$ cat config.mk
export PLATFORM = sky130hd
export DESIGN_NAME = uart_rx_core
export DESIGN_NICKNAME = d
export VERILOG_FILES = /design/src/rtl/uart_pkg.sv /design/src/rtl/uart_rx_core_sync_fifo.sv /design/src/rtl/uart_rx_core.sv
export SDC_FILE = /design/constraint.sdc
export NUM_CORES = 1
export LEC_CHECK = 0
export BUFFER_PORTS_ARGS = -buffer_cell sky130_fd_sc_hd__buf_2
export CORE_ASPECT_RATIO = 1.75
export CORE_MARGIN = 5
export CORE_UTILIZATION = 60
export CTS_CLUSTER_DIAMETER = 80
export DETAILED_ROUTE_END_ITERATION = 6
export PLACE_DENSITY = 0.91
export REMOVE_ABC_BUFFERS = 1
export SLEW_MARGIN = 10
export SYNTH_ARGS = -nofsm -noshare
export SYNTH_HDL_FRONTEND = slang
export SYNTH_SLANG_ARGS = --single-unit
$ cat constraint.sdc
create_clock -name clk -period 2.8 [get_ports clk]
set_input_delay 0.28 -clock clk [delete_from_list [all_inputs] [get_ports clk]]
set_output_delay 0.28 -clock clk [all_outputs]
set_load 0.1 [all_outputs]
$ cat src/rtl/uart_pkg.sv
`timescale 1ns/1ps
// uart_pkg
//  Shared constants for the UART receive path: FSM state encodings, the
//  character width and the lowest usable clocks-per-bit divisor.
package uart_pkg;

  localparam logic [1:0] ST_IDLE  = 2'd0;
  localparam logic [1:0] ST_START = 2'd1;
  localparam logic [1:0] ST_DATA  = 2'd2;
  localparam logic [1:0] ST_STOP  = 2'd3;

  localparam int UART_DATA_W = 8;
  localparam int MIN_DIV     = 4;

endpackage

$ cat src/rtl/uart_rx_core_sync_fifo.sv
`timescale 1ns/1ps
// sync_fifo
//  Single-clock first-word-fall-through FIFO. The head entry is always
//  visible on rdata; a pop when empty is ignored, and a push when full is
//  refused unless a pop happens in the same cycle.
// Ports:
//  clk, rst_n   clock, asynchronous active-low reset
//  push, wdata  write request and data
//  pop          read request (advances the head)
//  rdata        head entry (stale contents when empty)
//  full, empty  occupancy flags
//  count        number of stored entries, 0..DEPTH
module sync_fifo #(
  parameter int WIDTH = 8,
  parameter int DEPTH = 4
) (
  input  logic                     clk,
  input  logic                     rst_n,
  input  logic                     push,
  input  logic [WIDTH-1:0]         wdata,
  input  logic                     pop,
  output logic [WIDTH-1:0]         rdata,
  output logic                     full,
  output logic                     empty,
  output logic [$clog2(DEPTH):0]   count
);

  localparam int AW = $clog2(DEPTH);
  localparam logic [AW:0] FULL_CNT = (AW+1)'(DEPTH);

  logic [WIDTH-1:0] mem [DEPTH];
  logic [AW-1:0]    wr_ptr;
  logic [AW-1:0]    rd_ptr;
  logic             do_push;
  logic             do_pop;

  assign full    = (count == FULL_CNT);
  assign empty   = (count == '0);
  assign do_pop  = pop && !empty;
  // A full FIFO still accepts a write when the head leaves in the same cycle.
  assign do_push = push && (!full || do_pop);
  assign rdata   = mem[rd_ptr];

  always_ff @(posedge clk or negedge rst_n) begin
    if (!rst_n) begin
      wr_ptr <= '0;
      rd_ptr <= '0;
      count  <= '0;
      for (int i = 0; i < DEPTH; i++) mem[i] <= '0;
    end else begin
      if (do_push) begin
        mem[wr_ptr] <= wdata;
        wr_ptr      <= wr_ptr + 1'b1;
      end
      if (do_pop) rd_ptr <= rd_ptr + 1'b1;
      case ({do_push, do_pop})
        2'b10:   count <= count + 1'b1;
        2'b01:   count <= count - 1'b1;
        default: count <= count;
      endcase
    end
  end

endmodule

$ cat src/rtl/uart_rx_core.sv
`timescale 1ns/1ps
// uart_rx_core
//  8N1 UART receiver. The serial line is brought into the clock domain by a
//  two-flop synchroniser, a start bit is qualified at its middle, data bits
//  are sampled mid-bit LSB first, and the stop bit decides between storing
//  the byte in the receive FIFO and raising a framing error.
// Ports:
//  clk, rst_n   clock, asynchronous active-low reset
//  ser_rx       serial input, idle high, asynchronous to clk
//  baud_div     clocks per bit (clamped to at least 4), captured at start edge
//  rx_data      FIFO head byte; rx_valid = FIFO not empty; rx_ready pops
//  rx_count     FIFO occupancy
//  rx_busy      a frame is being received
//  frame_err    sticky: stop bit sampled low
//  overrun      sticky: a received byte was dropped because the FIFO was full
//  clear_err    clears both sticky flags (a same-cycle new error wins)
//  irq          rx_valid | frame_err | overrun
module uart_rx_core
  import uart_pkg::*;
#(
  parameter int DEPTH = 4,
  parameter int DIV_W = 16
) (
  input  logic                   clk,
  input  logic                   rst_n,
  input  logic                   ser_rx,
  input  logic [DIV_W-1:0]       baud_div,
  output logic [7:0]             rx_data,
  output logic                   rx_valid,
  input  logic                   rx_ready,
  output logic [$clog2(DEPTH):0] rx_count,
  output logic                   rx_busy,
  output logic                   frame_err,
  output logic                   overrun,
  input  logic                   clear_err,
  output logic                   irq
);

  logic                   sync1;
  logic                   rx_s;
  logic [1:0]             state;
  logic                   armed;
  logic [DIV_W-1:0]       cnt;
  logic [DIV_W-1:0]       div_lat;
  logic [2:0]             idx;
  logic [UART_DATA_W-1:0] shreg;
  logic                   stop_smp;
  logic                   push;
  logic                   frame_set;
  logic                   overrun_set;
  logic                   fifo_full;
  logic                   fifo_empty;

  function automatic logic [DIV_W-1:0] clamp_div(input logic [DIV_W-1:0] d);
    if (d < DIV_W'(MIN_DIV)) return DIV_W'(MIN_DIV);
    return d;
  endfunction

  // Synchroniser resets to the idle (high) line level.
  always_ff @(posedge clk or negedge rst_n) begin
    if (!rst_n) begin
      sync1 <= 1'b1;
      rx_s  <= 1'b1;
    end else begin
      sync1 <= ser_rx;
      rx_s  <= sync1;
    end
  end

  // The byte is pushed in the same cycle the stop bit is sampled, so it
  // appears on rx_data one clock later.
  assign stop_smp    = (state == ST_STOP) && (cnt == '0);
  assign push        = stop_smp && rx_s;
  assign frame_set   = stop_smp && !rx_s;
  assign overrun_set = push && fifo_full && !(rx_valid && rx_ready);

  always_ff @(posedge clk or negedge rst_n) begin
    if (!rst_n) begin
      state   <= ST_IDLE;
      armed   <= 1'b0;
      cnt     <= '0;
      div_lat <= DIV_W'(MIN_DIV);
      idx     <= '0;
      shreg   <= '0;
    end else begin
      case (state)
        ST_IDLE: begin
          // A line that was low out of reset or after a framing error must
          // go high once before a falling edge counts as a start bit.
          if (rx_s) armed <= 1'b1;
          if (armed && !rx_s) begin
            div_lat <= clamp_div(baud_div);
            cnt     <= clamp_div(baud_div) >> 1;
            state   <= ST_START;
          end
        end
        ST_START: begin
          if (cnt != '0) begin
            cnt <= cnt - 1'b1;
          end else if (!rx_s) begin
            cnt   <= div_lat - 1'b1;
            idx   <= '0;
            state <= ST_DATA;
          end else begin
            state <= ST_IDLE;
          end
        end
        ST_DATA: begin
          if (cnt != '0) begin
            cnt <= cnt - 1'b1;
          end else begin
            shreg <= {rx_s, shreg[UART_DATA_W-1:1]};
            cnt   <= div_lat - 1'b1;
            if (idx == 3'd7) state <= ST_STOP;
            else             idx   <= idx + 1'b1;
          end
        end
        ST_STOP: begin
          // Leaving at mid-stop lets a start edge in the second half of the
          // stop bit be caught.
          if (cnt != '0) begin
            cnt <= cnt - 1'b1;
          end else begin
            if (!rx_s) armed <= 1'b0;
            state <= ST_IDLE;
          end
        end
        default: state <= ST_IDLE;
      endcase
    end
  end

  always_ff @(posedge clk or negedge rst_n) begin
    if (!rst_n) begin
      frame_err <= 1'b0;
      overrun   <= 1'b0;
    end else begin
      if (frame_set)      frame_err <= 1'b1;
      else if (clear_err) frame_err <= 1'b0;
      if (overrun_set)    overrun   <= 1'b1;
      else if (clear_err) overrun   <= 1'b0;
    end
  end

  sync_fifo #(
    .WIDTH (UART_DATA_W),
    .DEPTH (DEPTH)
  ) u_fifo (
    .clk   (clk),
    .rst_n (rst_n),
    .push  (push),
    .wdata (shreg),
    .pop   (rx_ready),
    .rdata (rx_data),
    .full  (fifo_full),
    .empty (fifo_empty),
    .count (rx_count)
  );

  assign rx_valid = !fifo_empty;
  assign rx_busy  = (state != ST_IDLE);
  assign irq      = rx_valid | frame_err | overrun;

endmodule

=== Yosys cells after proc, flatten, opt, wreduce, memory -nomap -nowiden ===
Cells that the tools add are included.

* Flip-flop bits (word level): 89
* Input port bits: 21
* Output and inout port bits: 16
* Word-level logic and storage cells: 118

* Add/subtract/negate cells: 7
* $lt $le $gt $ge: 4
* Equal/unequal tests: 18
* Muxes and demuxes: 37
* Bitwise operators: 5
* Reduce and logical (&&, ||, !) cells: 30

{| class="wikitable"
|+ Operator list
! cell !! count
|-
| $mux W16 || 7
|-
| $pmux W16 S4 || 1
|-
| $bwmux W32 || 1
|-
| $sub A16 B1 Y16 const B || 2
|-
| $mux W8 || 3
|-
| $ne A2 B2 Y1 const B || 9
|-
| $bmux W8 S2 || 1
|-
| $demux W8 S2 || 1
|-
| $logic_not A16 Y1 || 1
|-
| $lt A16 B3 Y1 const B || 1
|-
| $reduce_bool A16 Y1 || 1
|-
| $mux W2 || 6
|-
| $mux W3 || 4
|-
| $pmux W3 S2 || 2
|-
| $reduce_bool A2 Y1 || 6
|-
| $reduce_and A5 Y1 || 2
|-
| $logic_and A1 B1 Y1 || 9
|-
| $mux W1 || 9
|-
| $pmux W2 S4 || 1
|-
| $add A3 B1 Y3 const B || 2
|-
| $eq A2 B2 Y1 const B || 3
|-
| $eq A3 B3 Y1 const B || 2
|-
| $ge A3 B3 Y1 const B || 2
|-
| $not A2 Y3 || 2
|-
| 16 further kinds || 23
|}

=== Logic depth before layout (Yosys ltp) ===
Gate-level depths: netlist of run 1.

* Depth in word-level cells: 7
* Gate-level depth with buffers: 12
* Mapped depth without buffers: 12

=== By module ===
Synthesis of run 1 repeated with hierarchy kept, for this count alone.

* Cell total of the unflattened synthesis: 457
* Area total of the unflattened synthesis: 4839.6 um^2

{| class="wikitable"
|+ Modules (own cells, without submodules)
! module !! times used !! cells an instance !! area each (um^2) !! sequential area each (um^2)
|-
| uart_rx_core || 1 || 342 || 3037.9 || 1255.0
|-
| sync_fifo || 1 || 115 || 1801.7 || 975.9
|}

=== Worst setup path after synthesis of run 1 ===
No wires, ideal clock.

* Path kind: flip-flop to flip-flop
* Start: register u_fifo.count[0]
* End: register u_fifo.count[2]
* Library setup time: 0.162 ns
* Arrival time: 2.989 ns
* Data required time: 2.638 ns
* Path slack: -0.352 ns
* Cell stages (with the launch flop): 9
* Path buffers: 0
* Period minus slack after synthesis: 3.152 ns
* Path through: dfrtp_1 > or3_1 > and2_1 > ha_1 > inv_1 > fa_1 > xor2_1 > nor2_1 > xor2_1

* Word-level cells in the longest chain between the ends: 7
* Elaborated cells between the ends (all ways): 13
* Those cells by class: add/sub (2); eq/ne (3); mux (1); reduce/logical (7)

{| class="wikitable"
|+ RTL lines
! item !! line !! RTL
|-
| start, declared || uart_rx_core_sync_fifo.sv:25 || <nowiki>output logic [$clog2(DEPTH):0] count</nowiki>
|-
| start signal, assigned || uart_rx_core_sync_fifo.sv:57 || <nowiki>2'b10: count <= count + 1'b1;</nowiki>
|-
| start signal, assigned || uart_rx_core_sync_fifo.sv:58 || <nowiki>2'b01: count <= count - 1'b1;</nowiki>
|-
| start signal, assigned || uart_rx_core_sync_fifo.sv:59 || <nowiki>default: count <= count;</nowiki>
|-
| $logic_not A3 Y1 (*) || uart_rx_core_sync_fifo.sv:38 || <nowiki>assign empty = (count == '0);</nowiki>
|-
| $logic_not A1 Y1 (*) || -- ||
|-
| net rx_valid || uart_rx_core.sv:29 || <nowiki>output logic rx_valid,</nowiki>
|-
| $logic_and A1 B1 Y1 (*) || uart_rx_core_sync_fifo.sv:39 || <nowiki>assign do_pop = pop && !empty;</nowiki>
|-
| net u_fifo.do_pop || uart_rx_core_sync_fifo.sv:35 || <nowiki>logic do_pop;</nowiki>
|-
| $logic_or A1 B1 Y1 || uart_rx_core_sync_fifo.sv:41 || <nowiki>assign do_push = push && (!full || do_pop);</nowiki>
|-
| $logic_and A1 B1 Y1 || uart_rx_core_sync_fifo.sv:41 ||
|-
| $eq A2 B1 Y1 or $eq A2 B2 Y1 (tied branches) || uart_rx_core_sync_fifo.sv:56 || <nowiki>case ({do_push, do_pop})</nowiki>
|-
| $pmux W3 S2 or $reduce_bool A2 Y1 (tied branches) || -- ||
|}

Mark *: on every way through the listed nets, which the timed path passes. The rest lies on a longest branch.
A chain may end at the register's enable or synchronous reset.

=== Worst setup path after layout of run 1 ===
* Start: register cnt[0]
* End: register cnt[12]

* Word-level cells in the longest chain between the ends: 3
* Elaborated cells between the ends (all ways): 9
* Those cells by class: add/sub (1); eq/ne (2); mux (4); reduce/logical (2)

{| class="wikitable"
|+ RTL lines
! item !! line !! RTL
|-
| start, declared || uart_rx_core.sv:43 || <nowiki>logic [DIV_W-1:0] cnt;</nowiki>
|-
| start signal, assigned || uart_rx_core.sv:93 || <nowiki>cnt <= clamp_div(baud_div) >> 1;</nowiki>
|-
| start signal, assigned || uart_rx_core.sv:99 || <nowiki>cnt <= cnt - 1'b1;</nowiki>
|-
| start signal, assigned || uart_rx_core.sv:101 || <nowiki>cnt <= div_lat - 1'b1;</nowiki>
|-
| $sub A16 B1 Y16 or $reduce_bool A16 Y1 (tied branches) || -- ||
|-
| $mux W16, or another cell as far along || uart_rx_core.sv:121 || <nowiki>if (cnt != '0) begin</nowiki>
|-
| $pmux W16 S4 or $reduce_and A3 Y1 (tied branches) || -- ||
|}

Several ways; a longest one is shown, not always the timed one. The select of a mux whose other input is x is not followed.

==> impl_metrics.csv, run 1 <==
group,metric,value,unit
outcome,outcome,"finished clean",
power,max-vdd-ir-drop,0.7101,mV
cts,cts_tree,"done",
layout,drive_gt1_frac,0.2905,
layout,n_antenna_cell,0,
power,pwr-share-clk,0.221,
global_routing,grt_pass1_wl,18.84,mm
worst_setup_path,crit_path_end_kind,"flip-flop",
synth,synth_commonest_cells,"86 x dfrtp_1, 49 x mux2_2, 35 x nand2_1, 27 x nor2_1, 22 x o21ai_0",
route,drtIter0Drc,210,
timing,finClkSkew,0.005421,ns
synth,netlist_instances,430,
timing,fmax,375.2,MHz
worst_setup_path,crit_path_max_fanout,14,
global_routing,overflow,0,
placed_design,place_worst_setup_slack,0.07985,ns
layout,post-route-util,0.6959,
placed_design,port_buffers,36,
worst_setup_path,path_class,"flip-flop to flip-flop",
global_routing,grtUsageTotal,0.2424,
global_routing,grt_pass1_vias,3814,
cts,cts-root-to-sink-buffers,2,
floorplan,initial_core_util,0.6099,
floorplan,io-pin-count,37,
worst_setup_path,critPathLaunchType,"flip-flop",
route,vias,3611,
placed_design,dpl.hpwl,8.327,mm
synth,yosysUniqueCellTypes,61,
cts,path_clk_slew,0.06,ns
global_routing,grt_max_degree,90,
timing,tightest_slew,1.085,ns
synth,synth_flop_cell,"dfrtp_1",
placed_design,placed_cells,555,
route,detail_route.first_pass.iterations,4,
timing,holdWs,0.04452,ns
route,wire_per_inst,19.35,um
route,antenna_left,0,
floorplan,die_w,77.55,um
synth,synth-edff-count,0,
floorplan,row_count,43,
cts,clk_latency,0.34,ns
min_path,hp-class,"input port to flip-flop",
floorplan,core_area,7855,um2
timing,rsz0062_at_grt,"false",
route,viasPerCell,6.313,
timing,finalSetupViolCount,0,
power,switching_share,0.4183,
power,power_switching,2.337,mW
cts,ctsRootBufferMaster,"clkbuf_16",
power,power_frac_seq,0.353,
layout,area_growth,14.10,%
synth,yosysSeqAreaShare,0.4657,
floorplan,die_h,128.2,um
global_routing,antenna_found_initial,0,
power,pwr_density_cell,1022,nW/um2
synth,yosysMostFrequentCell,"dfrtp_1",
route,drt_drc_violations_left,0,
floorplan,die_area,9942,um2
timing,slew_headroom,0.2767,
synth,yosysTopAreaCell,"dfrtp_1",
layout,finalNonFillerCells,572,
timing,post-route-worst-setup-slack,0.1346,ns
route,wirelength,11.07,mm
power,power_leakage,2.537,nW
timing,finalHoldViolCount,0,
timing,maxSlewViolCount,0,
cts,cts_sinks,89,
worst_setup_path,worstPathRequired,3.04,ns
power,combPwrFrac,0.425,
placed_design,place_congestion,0.9957,
cts,cts_max_level,3,
timing,post-route-period-util,0.9519,
worst_setup_path,critPathArrivalTime,2.91,ns
timing,fin_crit,2.665,ns
synth,syn-cell-area,4791,um2
layout,fin_nets,512,
timing,fin_tns_setup,0,ns
job,max-cap-violations,0,
synth,synthArstFlopShare,1.000,
synth,netlist.area_leader.share,0.4492,
synth,yosys_warnings,0,
synth,synth_area_leaders,"dfrtp_1 45%, mux2_2 12%, mux4_2 3.8%, ha_1 3.4%, nand2_1 2.7%",
cts,cts_buffers,9,
power,internal_power,3.250,mW
synth,ys_ff_latch,89,
synth,synth.avg_cell_area,11.14,um2
## metal layers
layer / wire length (um) / GRT usage / share of wire / vias to the layer above
li1: - / - / - / 1653
met1: 3971 / 0.2669 / 0.36 / 1773
met2: 6011 / 0.4225 / 0.54 / 138
met3: 563 / 0.04430 / 0.051 / 47
met4: 521 / 0.1538 / 0.047 / 0
met5: 0 / 0 / 0 / -
## power by group through the flow
stage,clock network [mW],logic (mW),registers (mW)
after floorplan,0,1.57,2.05
after global placement,0,2.27,1.97
after detailed placement,0,2.34,1.99
after CTS,1.27,2.35,1.97
after global routing,1.33,2.58,2.03
final,1.24,2.38,1.97
## placed cells by master, fill, tap and decap left out, types with 5 or more instances in the layout
master,instances
nand3_1,8
mux2_2,49
xnor2_1,13
mux4_2,8
mux2i_1,7
buf_2,35
or3_1,5
a22oi_1,7
buf_4,16
nor2_1,27
clkbuf_16,9
nand2_1,35
o21ai_0,22
a21oi_1,12
dfrtp_1,86
inv_1,18
or4_1,6
xor2_1,14
ha_1,13
nor3_1,13
o31ai_1,5
nor4_1,8
## stage by stage
step / power [mW] / cell area, um2
2_1_floorplan: 3.621 / 4721
3_3_place_gp: 4.236 / 5129
3_5_place_dp: 4.329 / 5129
4_1_cts: 5.587 / 5443
5_1_grt: 5.932 / 5466
6_report: 5.588 / 5466
## worst max-delay path, stage by stage (launching register included)
cell     delay, ns
dfrtp_1       0.40
inv_1         0.08
ha_1          0.23
nor2b_1       0.18
nand4_2       0.13
or2_1         0.49
o21ai_0       0.20
buf_4         0.20
or4_1         0.43
o31ai_1       0.22
## final timing paths
path                       slack, ns                           end  depth (start not counted)               start
setup / recovery                0.13           cnt[12]$_DFFE_PN0P_                          9  cnt[0]$_DFFE_PN0P_
hold / removal                  0.04               sync1$_DFF_PN1_                          1              ser_rx
setup reg to reg                0.13           cnt[12]$_DFFE_PN0P_                          9  cnt[0]$_DFFE_PN0P_
hold reg to reg                 0.36                rx_s$_DFF_PN1_                          0     sync1$_DFF_PN1_
max in group asynchronous       1.96            cnt[0]$_DFFE_PN0P_                          1               rst_n
min in group asynchronous       0.14  u_fifo.rd_ptr[1]$_DFFE_PN0P_                          1               rst_n
## flip-flops by register name (all words and copies together) (netlist names), named ones only
| signal | count |
|---|---|
| shreg | 8 |
| u_fifo.rd_ptr | 2 |
| div_lat | 16 |
| state | 1 |
| overrun | 1 |
| idx | 3 |
| armed | 1 |
| u_fifo.wr_ptr | 2 |
| u_fifo.mem | 32 |
| cnt | 16 |
| u_fifo.count | 3 |
| rx_s | 1 |
| frame_err | 1 |
| sync1 | 1 |
## area by class of cell
cell class / instances / area (um2)
inverter: 18 / 67.56
clock buffer: 11 / 252.7
timing repair buffer: 52 / 315.3
clock inverter: 5 / 61.31
tap: 90 / 112.6
sequential: 89 / 2231
multi-input combinational: 307 / 2426
fill: 573 / 2389
## cell families after synthesis
family / count (synthesis) / share of synthesized area
adder cells (fa/ha/maj): 14 / 0.03813
AO/OA/AOI/OAI: 75 / 0.1034
multiplexers: 66 / 0.1737
buffers and inverters: 34 / 0.02873
XOR/XNOR: 27 / 0.04936
flip-flops: 89 / 0.4657
AND/OR/NAND/NOR: 125 / 0.1410
## repair_timing
item                                   4_1_cts  5_1_grt
hold buffers                                 0        0
setup buffers                                0        1
endpoints found under the hold margin        0        0
resized for setup                            0        1
setup endpoints to repair                    0       34
No activity file was read; power rests on OpenSTA's default activity.
==> inputs of run 2 (changes only) <==
- ABC_AREA: unset -> 1
- CAP_MARGIN: unset -> 20
- CORE_UTILIZATION: 60 -> 61
==> impl_metrics.csv, run 2 <==
group,metric,value,unit
layout,regArea,2231,um2
layout,multi_input_area,2625,um2
floorplan,core_area,8558,um2
synth,yosysTopAreaCell,"dfrtp_1",
worst_setup_path,critPathTopFamily,"adder cells",
route,antenna_left,0,
cts,ctsRootBufferMaster,"clkbuf_16",
timing,post-route-period-util,0.8838,
synth,synthArstFlopShare,1.000,
cts,cts_tree,"done",
placed_design,port_buffers,36,
power,power_leakage,3.048,nW
power,switching_share,0.5119,
timing,post-route-worst-setup-slack,0.3253,ns
floorplan,die_w,80.32,um
synth,synth-edff-count,0,
power,internal_power,3.373,mW
layout,n_antenna_cell,0,
route,drt_drc_violations_left,0,
floorplan,initial_core_util,0.6168,
global_routing,grtUsageTotal,0.2623,
placed_design,placed_cells,880,
worst_setup_path,reg2reg_depth,8,
timing,fin_crit,2.475,ns
cts,cts_buffers,9,
power,power_frac_seq,0.272,
timing,maxSlewViolCount,0,
synth,yosysMostFrequentCell,"nand2_1",
layout,area_growth,12.47,%
timing,finalSetupViolCount,0,
floorplan,row_count,45,
power,combPwrFrac,0.537,
route,wirelength,13.21,mm
layout,final_cell_mix,"242 x nand2_1, 91 x nor2_1, 86 x dfrtp_1",
power,p_total,6.911,mW
power,pwr_density_cell,1164,nW/um2
synth,synth_flop_cell,"dfrtp_1",
worst_setup_path,crit_path_max_incr_delay,0.57,ns
layout,fin_nets,811,
cts,cts-resized-gates,0,
timing,fmax,404.1,MHz
worst_setup_path,worstPathRequired,3.05,ns
global_routing,grt_pass1_wl,22.18,mm
layout,largestRegisters,"u_fifo.mem: 32 flops, cnt: 16 flops, div_lat: 16 flops",
worst_setup_path,r2r-end,"u_fifo.count[1]$_DFFE_PN0P_",
placed_design,dpl.hpwl,9.730,mm
timing,fin_tns_setup,0,ns
global_routing,grt_max_degree,90,
synth,synth_commonest_cells,"242 x nand2_1, 91 x nor2_1, 86 x dfrtp_1, 84 x inv_1, 57 x nand3_1",
global_routing,antenna_found_initial,0,
min_path,hp-class,"input port to flip-flop",
global_routing,overflow,0,
synth,synth.avg_cell_area,7.172,um2
cts,cts_sinks,89,
worst_setup_path,cp_cell_sequence,"ha_1 -> nand2_1 -> nor3_4 -> inv_1 -> ha_1 -> inv_1 -> fa_1 -> o21ai_0",
timing,tightest_slew,0.8550,ns
synth,netlist.area_leader.share,0.4077,
layout,post-route-util,0.6937,
cts,path_clk_slew,0.06,ns
worst_setup_path,critPathLaunchType,"flip-flop",
power,power_switching,3.537,mW
min_path,hold_start,"ser_rx",
synth,yosysSeqAreaShare,0.4226,
floorplan,io-pin-count,37,
worst_setup_path,slowest_stage,"ha_1",
cts,clk_latency,0.34,ns
worst_setup_path,r2r_start,"state[0]$_DFFE_PN0P_",
layout,top_register,"u_fifo.mem",
route,vias,4962,
placed_design,place_congestion,0.9744,
min_path,hold_path_depth,1,
timing,holdWs,0.03296,ns
synth,netlist_instances,736,
layout,final_common_cell,"nand2_1",
min_path,min_to,"sync1$_DFF_PN1_",
route,wire_per_inst,14.71,um
placed_design,place_worst_setup_slack,0.3752,ns
outcome,outcome,"finished clean",
layout,design_area,5937,um2
placed_design,dpl_cell_area,5568,um2
worst_setup_path,regToRegSetupSlack,0.33,ns
timing,rsz0062_at_grt,"false",
layout,drive_gt1_frac,0.1140,
synth,synth_area_leaders,"dfrtp_1 41%, nand2_1 17%, nor2_1 6.5%, inv_1 6.0%, nand3_1 5.4%",
worst_setup_path,critPathArrivalTime,2.72,ns
route,viasPerCell,5.526,
cts,cts-root-to-sink-buffers,2,
worst_setup_path,path_class,"flip-flop to flip-flop",
synth,syn-cell-area,5279,um2
timing,slew_headroom,0.4240,
power,max-vdd-ir-drop,0.7162,mV
synth,yosysUniqueCellTypes,33,
floorplan,die_area,10690,um2
worst_setup_path,crit_buf_inv,2,
route,detail_route.first_pass.iterations,5,
timing,finClkSkew,0.007940,ns
layout,fillCellCount,741,
synth,yosys_warnings,0,
worst_setup_path,crit_path_max_fanout,15,
timing,finalHoldViolCount,0,
layout,largest_reg_flops,32,
synth,ys_ff_latch,89,
layout,finalNonFillerCells,898,
cts,cts_max_level,3,
power,pwr-share-clk,0.191,
worst_setup_path,crit_path_end_kind,"flip-flop",
global_routing,grt_pass1_vias,4844,
floorplan,die_h,133.1,um
job,max-cap-violations,0,
route,drtIter0Drc,331,
run 2: cell types whose count changed in the layout (fill, tap and decap cells not counted), moves of 9 or more:
| cell | delta |
|---|---|
| nor2_1 | +64 |
| mux2_2 | -49 |
| nor3_1 | -13 |
| o22ai_1 | +10 |
| xnor2_1 | -10 |
| o21ai_0 | +23 |
| a21oi_1 | -9 |
| nand2_1 | +207 |
| inv_1 | +66 |
| o21ai_1 | +24 |
| nand3_1 | +49 |
run 2: final cells by class:
cell class | count | area share
Clock buffer | 12 | 0.04320
Tap cell | 117 | 0.02466
Timing Repair Buffer | 45 | 0.04594
Sequential cell | 89 | 0.3758
Inverter | 88 | 0.05564
Clock inverter | 4 | 0.01264
Multi-Input combinational cell | 543 | 0.4422
run 2: timing repair:
action,in CTS,in global routing
endpoints found under the hold margin,0,18
hold buffers,0,1
buffers inserted,0,0
setup endpoints to repair,0,0
run 2: power by group through the flow:
stage	clock (mW)	combinational, mW	sequential (mW)
after detailed placement	0	3.66	1.89
after global routing	1.39	4.10	1.91
after CTS	1.33	3.68	1.87
final	1.32	3.71	1.88
after global placement	0	3.57	1.87
after floorplan	0	2.72	1.99
run 2: metal layers:
| metal | routed length [um] | track usage |
|---|---|---|
| met5 | 0 | 0 |
| met4 | 615 | 0.1532 |
| met3 | 636 | 0.03747 |
| met2 | 7034 | 0.4548 |
| met1 | 4923 | 0.2983 |
run 2: worst max-delay path by stage:
stage / startpoint / endpoint / slack [ns] / cells past startpoint
after floorplan: u_fifo.count[2]$_DFFE_PN0P_ / u_fifo.count[2]$_DFFE_PN0P_ / -0.41 / 10
after CTS: state[0]$_DFFE_PN0P_ / u_fifo.count[1]$_DFFE_PN0P_ / 0.34 / 8
after global placement: state[0]$_DFFE_PN0P_ / u_fifo.count[1]$_DFFE_PN0P_ / 0.48 / 8
after detailed placement: state[0]$_DFFE_PN0P_ / u_fifo.count[1]$_DFFE_PN0P_ / 0.38 / 8
after global routing: cnt[0]$_DFFE_PN0P_ / cnt[13]$_DFFE_PN0P_ / 0.19 / 12
final: state[0]$_DFFE_PN0P_ / u_fifo.count[1]$_DFFE_PN0P_ / 0.33 / 8
run 2: logic make-up after synthesis:
group / after synthesis / synth area share
flip-flops: 89 / 0.4226
AO/OA/AOI/OAI: 101 / 0.1088
adder cells (fa/ha/maj): 14 / 0.03461
buffers and inverters: 104 / 0.08011
AND/OR/NAND/NOR: 412 / 0.3273
XOR/XNOR: 16 / 0.02655
run 2: worst reg2reg max path: cells and delay by family (launching register included):
| kind | cells | cell delay (ns) |
|---|---|---|
| flip-flops | 1 | 0.44 |
| AND/OR/NAND/NOR | 2 | 0.45 |
| adder cells (fa/ha/maj) | 3 | 1.16 |
| AO/OA/AOI/OAI | 1 | 0.18 |
| buffers and inverters | 2 | 0.16 |
